### src/rtl/class2_vote_pkg.sv
// Shared defaults and width helper for the class-2 vote accumulator.
package class2_vote_pkg;

    localparam int unsigned NUM_TREES_DEF = 8;
    localparam int unsigned THRESH_DEF    = 5;
    localparam int unsigned CNT_W_DEF     = 16;

    // Bits needed to hold a vote count in 0..n.
    function automatic int unsigned count_w(input int unsigned n);
        return $clog2(n + 1);
    endfunction

endpackage

### src/rtl/vote_popcount.sv
// Combinational population count of the per-tree vote bits.
module vote_popcount
    import class2_vote_pkg::*;
#(
    parameter  int unsigned NUM_TREES = NUM_TREES_DEF,
    localparam int unsigned CW        = count_w(NUM_TREES)
) (
    input  logic [NUM_TREES-1:0] votes,
    output logic [CW-1:0]        count_c
);

    always_comb begin
        count_c = '0;
        for (int k = 0; k < int'(NUM_TREES); k++) begin
            count_c = count_c + CW'(votes[k]);
        end
    end

endmodule

### src/rtl/class2_vote_accum.sv
// Two-stage vote accumulator: S1 holds the vote word, S2 the count/decision,
// with saturating statistics of delivered decisions.
module class2_vote_accum
    import class2_vote_pkg::*;
#(
    parameter  int unsigned NUM_TREES = NUM_TREES_DEF,
    parameter  int unsigned THRESH    = THRESH_DEF,
    parameter  int unsigned CNT_W     = CNT_W_DEF,
    localparam int unsigned CW        = count_w(NUM_TREES)
) (
    input  logic                 clk,
    input  logic                 rst,
    input  logic                 clr,
    input  logic                 in_valid,
    output logic                 in_ready,
    input  logic [NUM_TREES-1:0] in_votes,
    output logic                 out_valid,
    input  logic                 out_ready,
    output logic                 out_class,
    output logic [CW-1:0]        out_count,
    output logic [CNT_W-1:0]     pos_total,
    output logic [CNT_W-1:0]     sample_total
);

    logic                 s1_valid;
    logic [NUM_TREES-1:0] s1_votes;
    logic [CW-1:0]        s1_count_c;
    logic                 s2_adv_c;
    logic                 s1_adv_c;
    logic                 deliver_c;

    vote_popcount #(.NUM_TREES(NUM_TREES)) u_popcount (
        .votes   (s1_votes),
        .count_c (s1_count_c)
    );

    // S2 can take a new word when empty or delivering; S1 frees up when it moves on.
    assign s2_adv_c  = !out_valid || out_ready;
    assign s1_adv_c  = s1_valid && s2_adv_c;
    assign in_ready  = !s1_valid || s1_adv_c;
    assign deliver_c = out_valid && out_ready;

    always_ff @(posedge clk) begin
        if (rst) begin
            s1_valid <= 1'b0;
            s1_votes <= '0;
        end else if (in_ready) begin
            s1_valid <= in_valid;
            if (in_valid) begin
                s1_votes <= in_votes;
            end
        end
    end

    always_ff @(posedge clk) begin
        if (rst) begin
            out_valid <= 1'b0;
            out_count <= '0;
            out_class <= 1'b0;
        end else if (s2_adv_c) begin
            out_valid <= s1_valid;
            if (s1_valid) begin
                out_count <= s1_count_c;
                out_class <= (32'(s1_count_c) >= THRESH);
            end
        end
    end

    // clr wins over a coinciding delivery; that decision goes uncounted.
    always_ff @(posedge clk) begin
        if (rst || clr) begin
            sample_total <= '0;
            pos_total    <= '0;
        end else if (deliver_c) begin
            if (sample_total != {CNT_W{1'b1}}) begin
                sample_total <= sample_total + CNT_W'(1);
            end
            if (out_class && (pos_total != {CNT_W{1'b1}})) begin
                pos_total <= pos_total + CNT_W'(1);
            end
        end
    end

endmodule

### config.mk
export PLATFORM = sky130hd
export DESIGN_NAME = class2_vote_accum
export DESIGN_NICKNAME = d
export VERILOG_FILES = /design/src/rtl/class2_vote_pkg.sv /design/src/rtl/vote_popcount.sv /design/src/rtl/class2_vote_accum.sv
export SDC_FILE = /design/constraint.sdc
export NUM_CORES = 1
export LEC_CHECK = 0
export ABC_AREA = 1
export CORE_MARGIN = 2
export CORE_UTILIZATION = 40
export DETAILED_ROUTE_END_ITERATION = 7
export GPL_TIMING_DRIVEN = 0
export PLACE_DENSITY = 0.61
export SYNTH_ARGS = -nofsm -noshare
export SYNTH_HDL_FRONTEND = slang
export SYNTH_HIERARCHICAL = 1
export SYNTH_SLANG_ARGS = --single-unit
export TNS_END_PERCENT = 5
### constraint.sdc
create_clock -name clk -period 3.5 [get_ports clk]
set_clock_uncertainty 0.2 [all_clocks]
set_input_delay 1.05 -clock clk [delete_from_list [all_inputs] [get_ports clk]]
set_output_delay 1.05 -clock clk [all_outputs]
set_load 0.01 [all_outputs]
==> flow_summary.html, run 1 <==
<table>
<tr><th>Metric</th><th>Value</th></tr>
<tr><th colspan="2">Final layout</th></tr>
<tr><td>Area added between synthesis and finish</td><td>27.5%</td></tr>
<tr><td>Total Nets Final</td><td>496</td></tr>
<tr><td>Most frequent cells in the layout</td><td>nand2_1 (97), nor2_1 (87), inv_1 (66), clkdlybuf4s50_1 (50), nand3_1 (48)</td></tr>
<tr><td>Layout cells sized above 1</td><td>5.26%</td></tr>
<tr><td>Most common cell after layout, fill and taps aside</td><td>nand2_1</td></tr>
<tr><td>Final core occ</td><td>52.7%</td></tr>
<tr><td>Ant diodes</td><td>0</td></tr>
<tr><td>Area of all placed cells without fillers</td><td>3350 sq um</td></tr>
<tr><td>Total of fill cells in the finished design</td><td>670</td></tr>
<tr><th colspan="2">Synthesis</th></tr>
<tr><td>Fraction of the yosys area taken by sequential cells</td><td>35.8%</td></tr>
<tr><td>Synthesized area divided by synthesized cell count</td><td>6.31 sq um</td></tr>
<tr><td>Flop and latch count out of synthesis</td><td>47</td></tr>
<tr><td>Number of distinct library cells after synthesis</td><td>22</td></tr>
<tr><td>Cell taking the most area after synthesis</td><td>dfxtp_1</td></tr>
<tr><td>Post-synth top area share</td><td>35.8%</td></tr>
<tr><td>Cell Area, Synth</td><td>2630 sq um</td></tr>
<tr><td>Area contributors post-synth</td><td>dfxtp_1 (36%), nand2_1 (14%), nor2_1 (12%)</td></tr>
<tr><td>Number of cells produced by synthesis</td><td>416</td></tr>
<tr><td>Synthesized net count</td><td>438</td></tr>
<tr><td>Number of warnings reported in the yosys synthesis log</td><td>6</td></tr>
<tr><th colspan="2">Clock network</th></tr>
<tr><td>Post-CTS clock slew at the launch and capture registers of the worst setup and hold paths</td><td>0.08 ns</td></tr>
<tr><td>Maximum level of the CTS H-tree</td><td>2</td></tr>
<tr><td>Clock insertion delay at the later pin of the skew report</td><td>0.30 ns</td></tr>
<tr><td>Clk Tree Root Cell</td><td>clkbuf_8</td></tr>
<tr><td>Number of buffers created by CTS</td><td>5</td></tr>
<tr><td>TritonCTS clock tree</td><td>done</td></tr>
<tr><td>Hold bufs inserted after CTS</td><td>0</td></tr>
<tr><td>Maximum root-to-sink buffer count</td><td>2</td></tr>
<tr><td>Clk sinks</td><td>47</td></tr>
<tr><th colspan="2">STA</th></tr>
<tr><td>Number of failing hold endpoints at the final stage</td><td>0</td></tr>
<tr><td>Slew margin rel.</td><td>65.4%</td></tr>
<tr><td>Setup repair after global routing missed its margin</td><td>false</td></tr>
<tr><td>Total setup violations reported at the end of the flow</td><td>0</td></tr>
<tr><td>Sum of negative setup slack</td><td>0 ns</td></tr>
<tr><td>Setup ws final</td><td>0.268 ns</td></tr>
<tr><td>Maximum frequency from static timing analysis</td><td>309 MHz</td></tr>
<tr><td>Final Max Slew Viols</td><td>0</td></tr>
<tr><td>Period utilization</td><td>92.3%</td></tr>
<tr><td>Shortest clock period the worst path allows after layout</td><td>3.23 ns</td></tr>
<tr><td>Worst-margin pin slew</td><td>0.518 ns</td></tr>
<tr><th colspan="2">Floorplan</th></tr>
<tr><td>Top-Level Pins</td><td>52</td></tr>
<tr><td>Area enclosed by the die boundary</td><td>7230 sq um</td></tr>
<tr><td>Initial core utilization</td><td>41.4%</td></tr>
<tr><td>Core Box Area</td><td>6350 sq um</td></tr>
<tr><td>Placement row count</td><td>29</td></tr>
<tr><td>DIE HEIGHT</td><td>85.0 um</td></tr>
<tr><td>Width of the die</td><td>85.0 um</td></tr>
<tr><th colspan="2">Worst setup path</th></tr>
<tr><td>Critical path required time</td><td>2.25 ns</td></tr>
<tr><td>Crit path launch type</td><td>input pin</td></tr>
<tr><td>Length in cells of the worst reg-to-reg path</td><td>11</td></tr>
<tr><td>Worst endpoint data arrival time</td><td>1.98 ns</td></tr>
<tr><td>Reg-to-Reg Start</td><td>s1_votes[0]</td></tr>
<tr><td>FF-to-FF End</td><td>out_class</td></tr>
<tr><td>Setup slack on the worst flop-to-flop path</td><td>0.34 ns</td></tr>
<tr><td>Type of the worst setup path</td><td>in2out</td></tr>
<tr><td>Launch point of the worst path</td><td>out_ready</td></tr>
<tr><td>Element type at the critical path end</td><td>output pin</td></tr>
<tr><td>Maximum fanout along the worst path</td><td>3</td></tr>
<tr><th colspan="2">Pwr</th></tr>
<tr><td>Reported leakage power</td><td>1.38 nW</td></tr>
<tr><td>Power density over the cells</td><td>328 nW/um^2</td></tr>
<tr><td>Total power draw</td><td>1.10 mW</td></tr>
<tr><td>Peak ir drop on the vdd network</td><td>0.192 mV</td></tr>
<tr><th colspan="2">Place</th></tr>
<tr><td>Weighted congestion reported at the end of routability-driven placement</td><td>0.851</td></tr>
<tr><td>Half-perimeter wire length of the detailed placement result</td><td>4470 um</td></tr>
<tr><td>Number of buffer cells added on primary ports</td><td>51</td></tr>
<tr><td>Post-DP Area</td><td>3230 sq um</td></tr>
<tr><td>Worst slack at placement</td><td>-0.0154 ns</td></tr>
<tr><th colspan="2">Global route</th></tr>
<tr><td>Via count of the first global-routing pass</td><td>2367</td></tr>
<tr><td>Grt ovf</td><td>0</td></tr>
<tr><td>Global Route met2 Usage</td><td>29.0%</td></tr>
<tr><td>Largest net degree at the start of global routing</td><td>15</td></tr>
<tr><td>Busiest layer in global routing</td><td>met2</td></tr>
<tr><td>Wire length of the first global-routing pass</td><td>10200 um</td></tr>
<tr><td>Global Route met1 Usage</td><td>21.6%</td></tr>
<tr><td>GRT Resource Usage Total</td><td>17.2%</td></tr>
<tr><td>GR Util met3</td><td>4.67%</td></tr>
<tr><td>Number of antenna violations at the first check in global routing</td><td>0</td></tr>
<tr><th colspan="2">Detailed routing</th></tr>
<tr><td>Router iterations before antenna repair</td><td>4</td></tr>
<tr><td>Total wirelength of the detailed-routed design</td><td>5930 um</td></tr>
<tr><td>Antenna viol nets, final</td><td>0</td></tr>
<tr><td>Post-route DRC</td><td>0</td></tr>
<tr><td>Average via count per standard cell</td><td>4.68</td></tr>
<tr><td>Final routed wire length divided by cell count</td><td>10.7 um</td></tr>
<tr><td>Initial DRC Count</td><td>86</td></tr>
<tr><td>Total via count after detailed routing</td><td>2585</td></tr>
<tr><th colspan="2">Outcome</th></tr>
<tr><td>Status</td><td>completed</td></tr>
<tr><th colspan="2">Worst hold path</th></tr>
<tr><td>Worst min-delay path endpoint</td><td>out_count[2]</td></tr>
<tr><td>Hold path startpoint</td><td>out_count[2]</td></tr>
<tr><td>Hold depth</td><td>2</td></tr>
<tr><td>Worst Hold Class</td><td>reg2reg</td></tr>
<tr><th colspan="2">Job</th></tr>
<tr><td># Max-Cap Violations</td><td>0</td></tr>
</table>
worst max-delay path, cell delays in order:
cell,delay (ns)
clkdlybuf4s50_1,0.48
inv_1,0.05
nand3_1,0.12
dlygate4sd2_1,0.29
area by class of cell:
| cell class | instances | area [sq um] | area share, % |
|---|---|---|---|
| tap | 77 | 96.3 | 2.88 |
| timing repair buffer | 51 | 509 | 15.2 |
| inverter | 66 | 248 | 7.40 |
| sequential | 47 | 941 | 28.1 |
| multi-input combinational | 293 | 1370 | 41.0 |
| clock buffer | 6 | 82.6 | 2.47 |
| buffer | 10 | 65.1 | 1.94 |
| clock inverter | 2 | 35.0 | 1.05 |
report_power, final:
part	leakage, nW	switching (mW)	internal (mW)	total [mW]
clock	0.0612	0.187	0.231	0.418
sequential	0.381	0.00683	0.546	0.553
combinational	0.937	0.0700	0.0560	0.126
through the flow:
stage | hold WS, ns | cells
after floorplan | 0.255 | 416
final | 0.273 | 552
after global placement | 0.257 | 544
after CTS | 0.278 | 552
after detailed placement | 0.265 | 544
after global routing | 0.311 | 552
cells in the mapped netlist (all sizes together):
master / count
nand2: 100
nor2: 92
inv: 66
nand3: 49
dfxtp: 47
a21oi: 25
o21ai: 10
buf: 6
ha: 5
clkbuf: 4
fa: 4
nor3: 4
nand3b: 2
a31oi: 1
o211ai: 1
metal layers:
layer	routed length, um	up-vias
li1	-	1401
met1	2840	1125
met2	2760	55
met3	285	4
met4	41	0
met5	0	-
worst max-delay path by stage:
stage | to | slack (ns) | depth (start not counted)
6_report | in_ready | 0.27 | 4
4_1_cts | in_ready | 0.25 | 4
3_5_place_dp | in_ready | -0.02 | 4
3_3_place_gp | in_ready | -0.008 | 4
5_1_grt | out_class | 0.15 | 13
2_1_floorplan | out_class | 0.46 | 11
flip-flops by register name (all words and copies together), names as in the netlist:
name / flops
pos_total: 16
sample_total: 16
s1_votes: 8
out_count: 4
out_class: 1
out_valid: 1
s1_valid: 1
cells by family after synthesis:
group                      share of synthesized area, %
adders and majority gates                          5.43
buffers and inverters                              11.9
and+or+nand+nor                                    39.6
AOI/OAI and AO/OA                                  7.19
DFF                                                35.8
what timing repair did:
| item | 4_1_cts | 5_1_grt |
|---|---|---|
| setup buffers | 0 | 0 |
| setup endpoints to repair | 1 | 0 |
| resized for setup | 1 | 0 |
Note: power is estimated with default switching activity, not from simulation.
==> run 2, diff against run 1 <==
--- a/config.mk
+++ b/config.mk
@@ -5,12 +5,12 @@
 export SDC_FILE = /design/constraint.sdc
 export NUM_CORES = 1
 export LEC_CHECK = 0
-export ABC_AREA = 1
+export ABC_AREA = 0
 export CORE_MARGIN = 2
 export CORE_UTILIZATION = 40
 export DETAILED_ROUTE_END_ITERATION = 7
 export GPL_TIMING_DRIVEN = 0
-export PLACE_DENSITY = 0.61
+export PLACE_DENSITY = 0.62
 export SYNTH_ARGS = -nofsm -noshare
 export SYNTH_HDL_FRONTEND = slang
 export SYNTH_HIERARCHICAL = 1
==> run 2 against run 1 <==
- first-iteration DRC count is 35% higher
- count of clock-buffer cells in the layout up 1
- combinational power is 23% lower
- core utilization grew 0.14 points
- area after synthesis down 8.0%
- worst setup slack worse by 0.070 ns
- highest routed layer unchanged
==> flow_summary.html, run 2 <==
<table>
<tr><th>Metric</th><th>Value</th></tr>
<tr><th colspan="2">Worst hold path</th></tr>
<tr><td>Hold path startpoint</td><td>s1_votes[0]</td></tr>
<tr><td>Worst min-delay path endpoint</td><td>s1_votes[0]</td></tr>
<tr><td>Worst Hold Class</td><td>reg2reg</td></tr>
<tr><td>Hold depth</td><td>2</td></tr>
<tr><th colspan="2">Clock network</th></tr>
<tr><td>TritonCTS clock tree</td><td>done</td></tr>
<tr><td>Maximum level of the CTS H-tree</td><td>2</td></tr>
<tr><td>Clock insertion delay at the later pin of the skew report</td><td>0.30 ns</td></tr>
<tr><td>Maximum root-to-sink buffer count</td><td>2</td></tr>
<tr><td>Clk Tree Root Cell</td><td>clkbuf_8</td></tr>
<tr><td>Hold bufs inserted after CTS</td><td>0</td></tr>
<tr><td>Post-CTS clock slew at the launch and capture registers of the worst setup and hold paths</td><td>0.09 ns</td></tr>
<tr><td>Clk sinks</td><td>47</td></tr>
<tr><td>Number of buffers created by CTS</td><td>5</td></tr>
<tr><th colspan="2">STA</th></tr>
<tr><td>Setup repair after global routing missed its margin</td><td>false</td></tr>
<tr><td>Number of failing hold endpoints at the final stage</td><td>0</td></tr>
<tr><td>Final Max Slew Viols</td><td>0</td></tr>
<tr><td>Setup ws final</td><td>0.199 ns</td></tr>
<tr><td>Maximum frequency from static timing analysis</td><td>303 MHz</td></tr>
<tr><td>Sum of negative setup slack</td><td>0 ns</td></tr>
<tr><td>Total setup violations reported at the end of the flow</td><td>0</td></tr>
<tr><td>Shortest clock period the worst path allows after layout</td><td>3.30 ns</td></tr>
<tr><td>Worst-margin pin slew</td><td>0.654 ns</td></tr>
<tr><td>Period utilization</td><td>94.3%</td></tr>
<tr><td>Final-layout worst hold slack</td><td>0.259 ns</td></tr>
<tr><td>Slew margin rel.</td><td>56.0%</td></tr>
<tr><th colspan="2">Worst setup path</th></tr>
<tr><td>FF-to-FF End</td><td>out_class</td></tr>
<tr><td>Type of the worst setup path</td><td>reg2reg</td></tr>
<tr><td>Critical path required time</td><td>3.48 ns</td></tr>
<tr><td>Length in cells of the worst reg-to-reg path</td><td>12</td></tr>
<tr><td>Crit path launch type</td><td>flip-flop</td></tr>
<tr><td>Element type at the critical path end</td><td>flip-flop</td></tr>
<tr><td>Maximum fanout along the worst path</td><td>2</td></tr>
<tr><td>Reg-to-Reg Start</td><td>s1_votes[0]</td></tr>
<tr><td>Worst endpoint data arrival time</td><td>3.28 ns</td></tr>
<tr><td>Setup slack on the worst flop-to-flop path</td><td>0.20 ns</td></tr>
<tr><th colspan="2">Final layout</th></tr>
<tr><td>Final core occ</td><td>52.9%</td></tr>
<tr><td>Number of cells in the finished layout apart from fillers</td><td>428</td></tr>
<tr><td>Total Nets Final</td><td>374</td></tr>
<tr><td>Area added between synthesis and finish</td><td>28.8%</td></tr>
<tr><td>Ant diodes</td><td>0</td></tr>
<tr><td>Largest registers</td><td>pos_total x16, sample_total x16, s1_votes x8</td></tr>
<tr><td>Layout cells sized above 1</td><td>5.38%</td></tr>
<tr><td>Total of fill cells in the finished design</td><td>601</td></tr>
<tr><td>Area of all placed cells without fillers</td><td>3110 sq um</td></tr>
<tr><td>Most frequent cells in the layout</td><td>clkdlybuf4s50_1 (47), dfxtp_1 (47), a21oi_1 (35), nand2_1 (31), nand3_1 (22)</td></tr>
<tr><th colspan="2">Synthesis</th></tr>
<tr><td>Post-synth top area share</td><td>38.9%</td></tr>
<tr><td>Number of distinct library cells after synthesis</td><td>39</td></tr>
<tr><td>Leading cell type by number of instances after synthesis</td><td>dfxtp_1</td></tr>
<tr><td>Fraction of the yosys area taken by sequential cells</td><td>38.9%</td></tr>
<tr><td>Number of cells produced by synthesis</td><td>296</td></tr>
<tr><td>Cell taking the most area after synthesis</td><td>dfxtp_1</td></tr>
<tr><td>Synthesized area divided by synthesized cell count</td><td>8.16 sq um</td></tr>
<tr><td>Post-synth EDFFs</td><td>0</td></tr>
<tr><td>Fraction of registers with async set/reset</td><td>0%</td></tr>
<tr><td>Number of warnings reported in the yosys synthesis log</td><td>6</td></tr>
<tr><td>Top cell types by occurrence after synthesis</td><td>dfxtp_1 (47), a21oi_1 (35), nand2_1 (31)</td></tr>
<tr><td>Flop and latch count out of synthesis</td><td>47</td></tr>
<tr><td>Dominant synthesized flop cell</td><td>dfxtp_1</td></tr>
<tr><td>Area contributors post-synth</td><td>dfxtp_1 (39%), a21oi_1 (7.3%), nand2_1 (4.8%)</td></tr>
<tr><td>Synthesized net count</td><td>318</td></tr>
<tr><td>Cell Area, Synth</td><td>2420 sq um</td></tr>
<tr><th colspan="2">Global route</th></tr>
<tr><td>Via count of the first global-routing pass</td><td>2120</td></tr>
<tr><td>Number of antenna violations at the first check in global routing</td><td>0</td></tr>
<tr><td>Largest net degree at the start of global routing</td><td>15</td></tr>
<tr><td>Grt ovf</td><td>0</td></tr>
<tr><td>GRT Resource Usage Total</td><td>18.1%</td></tr>
<tr><td>Wire length of the first global-routing pass</td><td>9560 um</td></tr>
<tr><th colspan="2">Place</th></tr>
<tr><td>Half-perimeter wire length of the detailed placement result</td><td>4400 um</td></tr>
<tr><td>Number of buffer cells added on primary ports</td><td>49</td></tr>
<tr><td>Worst slack at placement</td><td>-0.520 ns</td></tr>
<tr><td>Post-DP Area</td><td>3000 sq um</td></tr>
<tr><td>Weighted congestion reported at the end of routability-driven placement</td><td>0.855</td></tr>
<tr><td>Placed cell count</td><td>420</td></tr>
<tr><th colspan="2">Floorplan</th></tr>
<tr><td>Top-Level Pins</td><td>52</td></tr>
<tr><td>Placement row count</td><td>28</td></tr>
<tr><td>Core Box Area</td><td>5890 sq um</td></tr>
<tr><td>DIE HEIGHT</td><td>81.7 um</td></tr>
<tr><td>Initial core utilization</td><td>41.1%</td></tr>
<tr><td>Area enclosed by the die boundary</td><td>6680 sq um</td></tr>
<tr><td>Width of the die</td><td>81.7 um</td></tr>
<tr><th colspan="2">Pwr</th></tr>
<tr><td>Peak ir drop on the vdd network</td><td>0.178 mV</td></tr>
<tr><td>Power density over the cells</td><td>319 nW/um^2</td></tr>
<tr><td>Reported leakage power</td><td>1.04 nW</td></tr>
<tr><td>Total power draw</td><td>0.993 mW</td></tr>
<tr><th colspan="2">Detailed routing</th></tr>
<tr><td>Total via count after detailed routing</td><td>2379</td></tr>
<tr><td>Final routed wire length divided by cell count</td><td>13.7 um</td></tr>
<tr><td>Post-route DRC</td><td>0</td></tr>
<tr><td>Average via count per standard cell</td><td>5.56</td></tr>
<tr><td>Router iterations before antenna repair</td><td>4</td></tr>
<tr><td>Antenna viol nets, final</td><td>0</td></tr>
<tr><td>Initial DRC Count</td><td>116</td></tr>
<tr><td>Total wirelength of the detailed-routed design</td><td>5870 um</td></tr>
<tr><th colspan="2">Outcome</th></tr>
<tr><td>Status</td><td>completed</td></tr>
<tr><th colspan="2">Job</th></tr>
<tr><td># Max-Cap Violations</td><td>0</td></tr>
</table>
-- run 2: cell types whose count changed in the layout (fill, tap and decap cells not counted), sizes merged, moves of 8 or more --
cell,change
a21oi,+10
clkbuf,+8
inv,-46
nand2,-69
nand3,-26
nand4,+13
nor2,-84
o31ai,+8
or3,+14
or4,+10
-- run 2: worst max path at each step --
stage	startpoint	endpoint	slack, ns	cells after the start
5_1_grt	s1_votes[0]	out_class	0.01	12
6_report	s1_votes[0]	out_class	0.20	12
3_5_place_dp	out_ready	in_ready	-0.52	4
2_1_floorplan	s1_votes[0]	out_class	0.34	12
4_1_cts	out_ready	in_ready	0.05	4
3_3_place_gp	out_ready	in_ready	-0.52	4
-- run 2: layout make-up --
type                       instances  area, sq um  area share [%]
multi-input combinational        216         1360            43.6
sequential                        47          941            30.2
timing repair buffer              49          494            15.9
tap                               75         93.8            3.01
clock buffer                       7         86.3            2.77
inverter                          20         75.1            2.41
buffer                            13         56.3            1.81
clock inverter                     1         8.76           0.281
-- run 2: worst max-delay path, cell delays in order, from the launching register on --
cell and delay, ns:
dfxtp_1 0.33, inv_1 0.06, fa_1 0.55, fa_1 0.44, fa_1 0.43, inv_1 0.07
ha_1 0.15, inv_1 0.05, fa_1 0.47, inv_1 0.05, o21a_1 0.19, nor3_2 0.13
nor3_2 0.06
-- run 2: what timing repair did --
action	4_1_cts	5_1_grt
setup buffers	0	0
pin swaps	0	0
resized for setup	5	3
endpoints found under the setup margin	1	2
-- run 2: layer usage --
layer	share of wire, %	track usage [%]
met1	48	23.4
met2	47	30.3
met3	4.3	3.19
met4	1.0	6.17
met5	0	0
-- run 2: power by group --
part | leakage, nW | internal, mW | total (mW) | switching, mW
Combinational | 0.607 | 0.0428 | 0.0964 | 0.0535
Sequential | 0.381 | 0.544 | 0.550 | 0.00615
Clock | 0.0484 | 0.162 | 0.346 | 0.184
-- run 2: kinds of logic (layout without fill, tap and decap cells) --
group / count (synthesis) / count (layout) / synth area share [%]
simple gates: 127 / 127 / 29.1
compound gates: 77 / 77 / 19.7
flops: 47 / 47 / 38.9
buf+inv: 33 / 90 / 5.28
fa+ha+maj: 9 / 9 / 5.90
xor+xnor: 2 / 2 / 0.725
mux: 1 / 1 / 0.414
==> run 3, diff against run 2 <==
--- a/config.mk
+++ b/config.mk
@@ -8,6 +8,7 @@
 export ABC_AREA = 0
 export CORE_MARGIN = 2
 export CORE_UTILIZATION = 40
+export CTS_CLUSTER_SIZE = 25
 export DETAILED_ROUTE_END_ITERATION = 7
 export GPL_TIMING_DRIVEN = 0
 export PLACE_DENSITY = 0.62
==> results of run 3 <==
No change in the layout: final DEF, timing and power equal those of run 2.
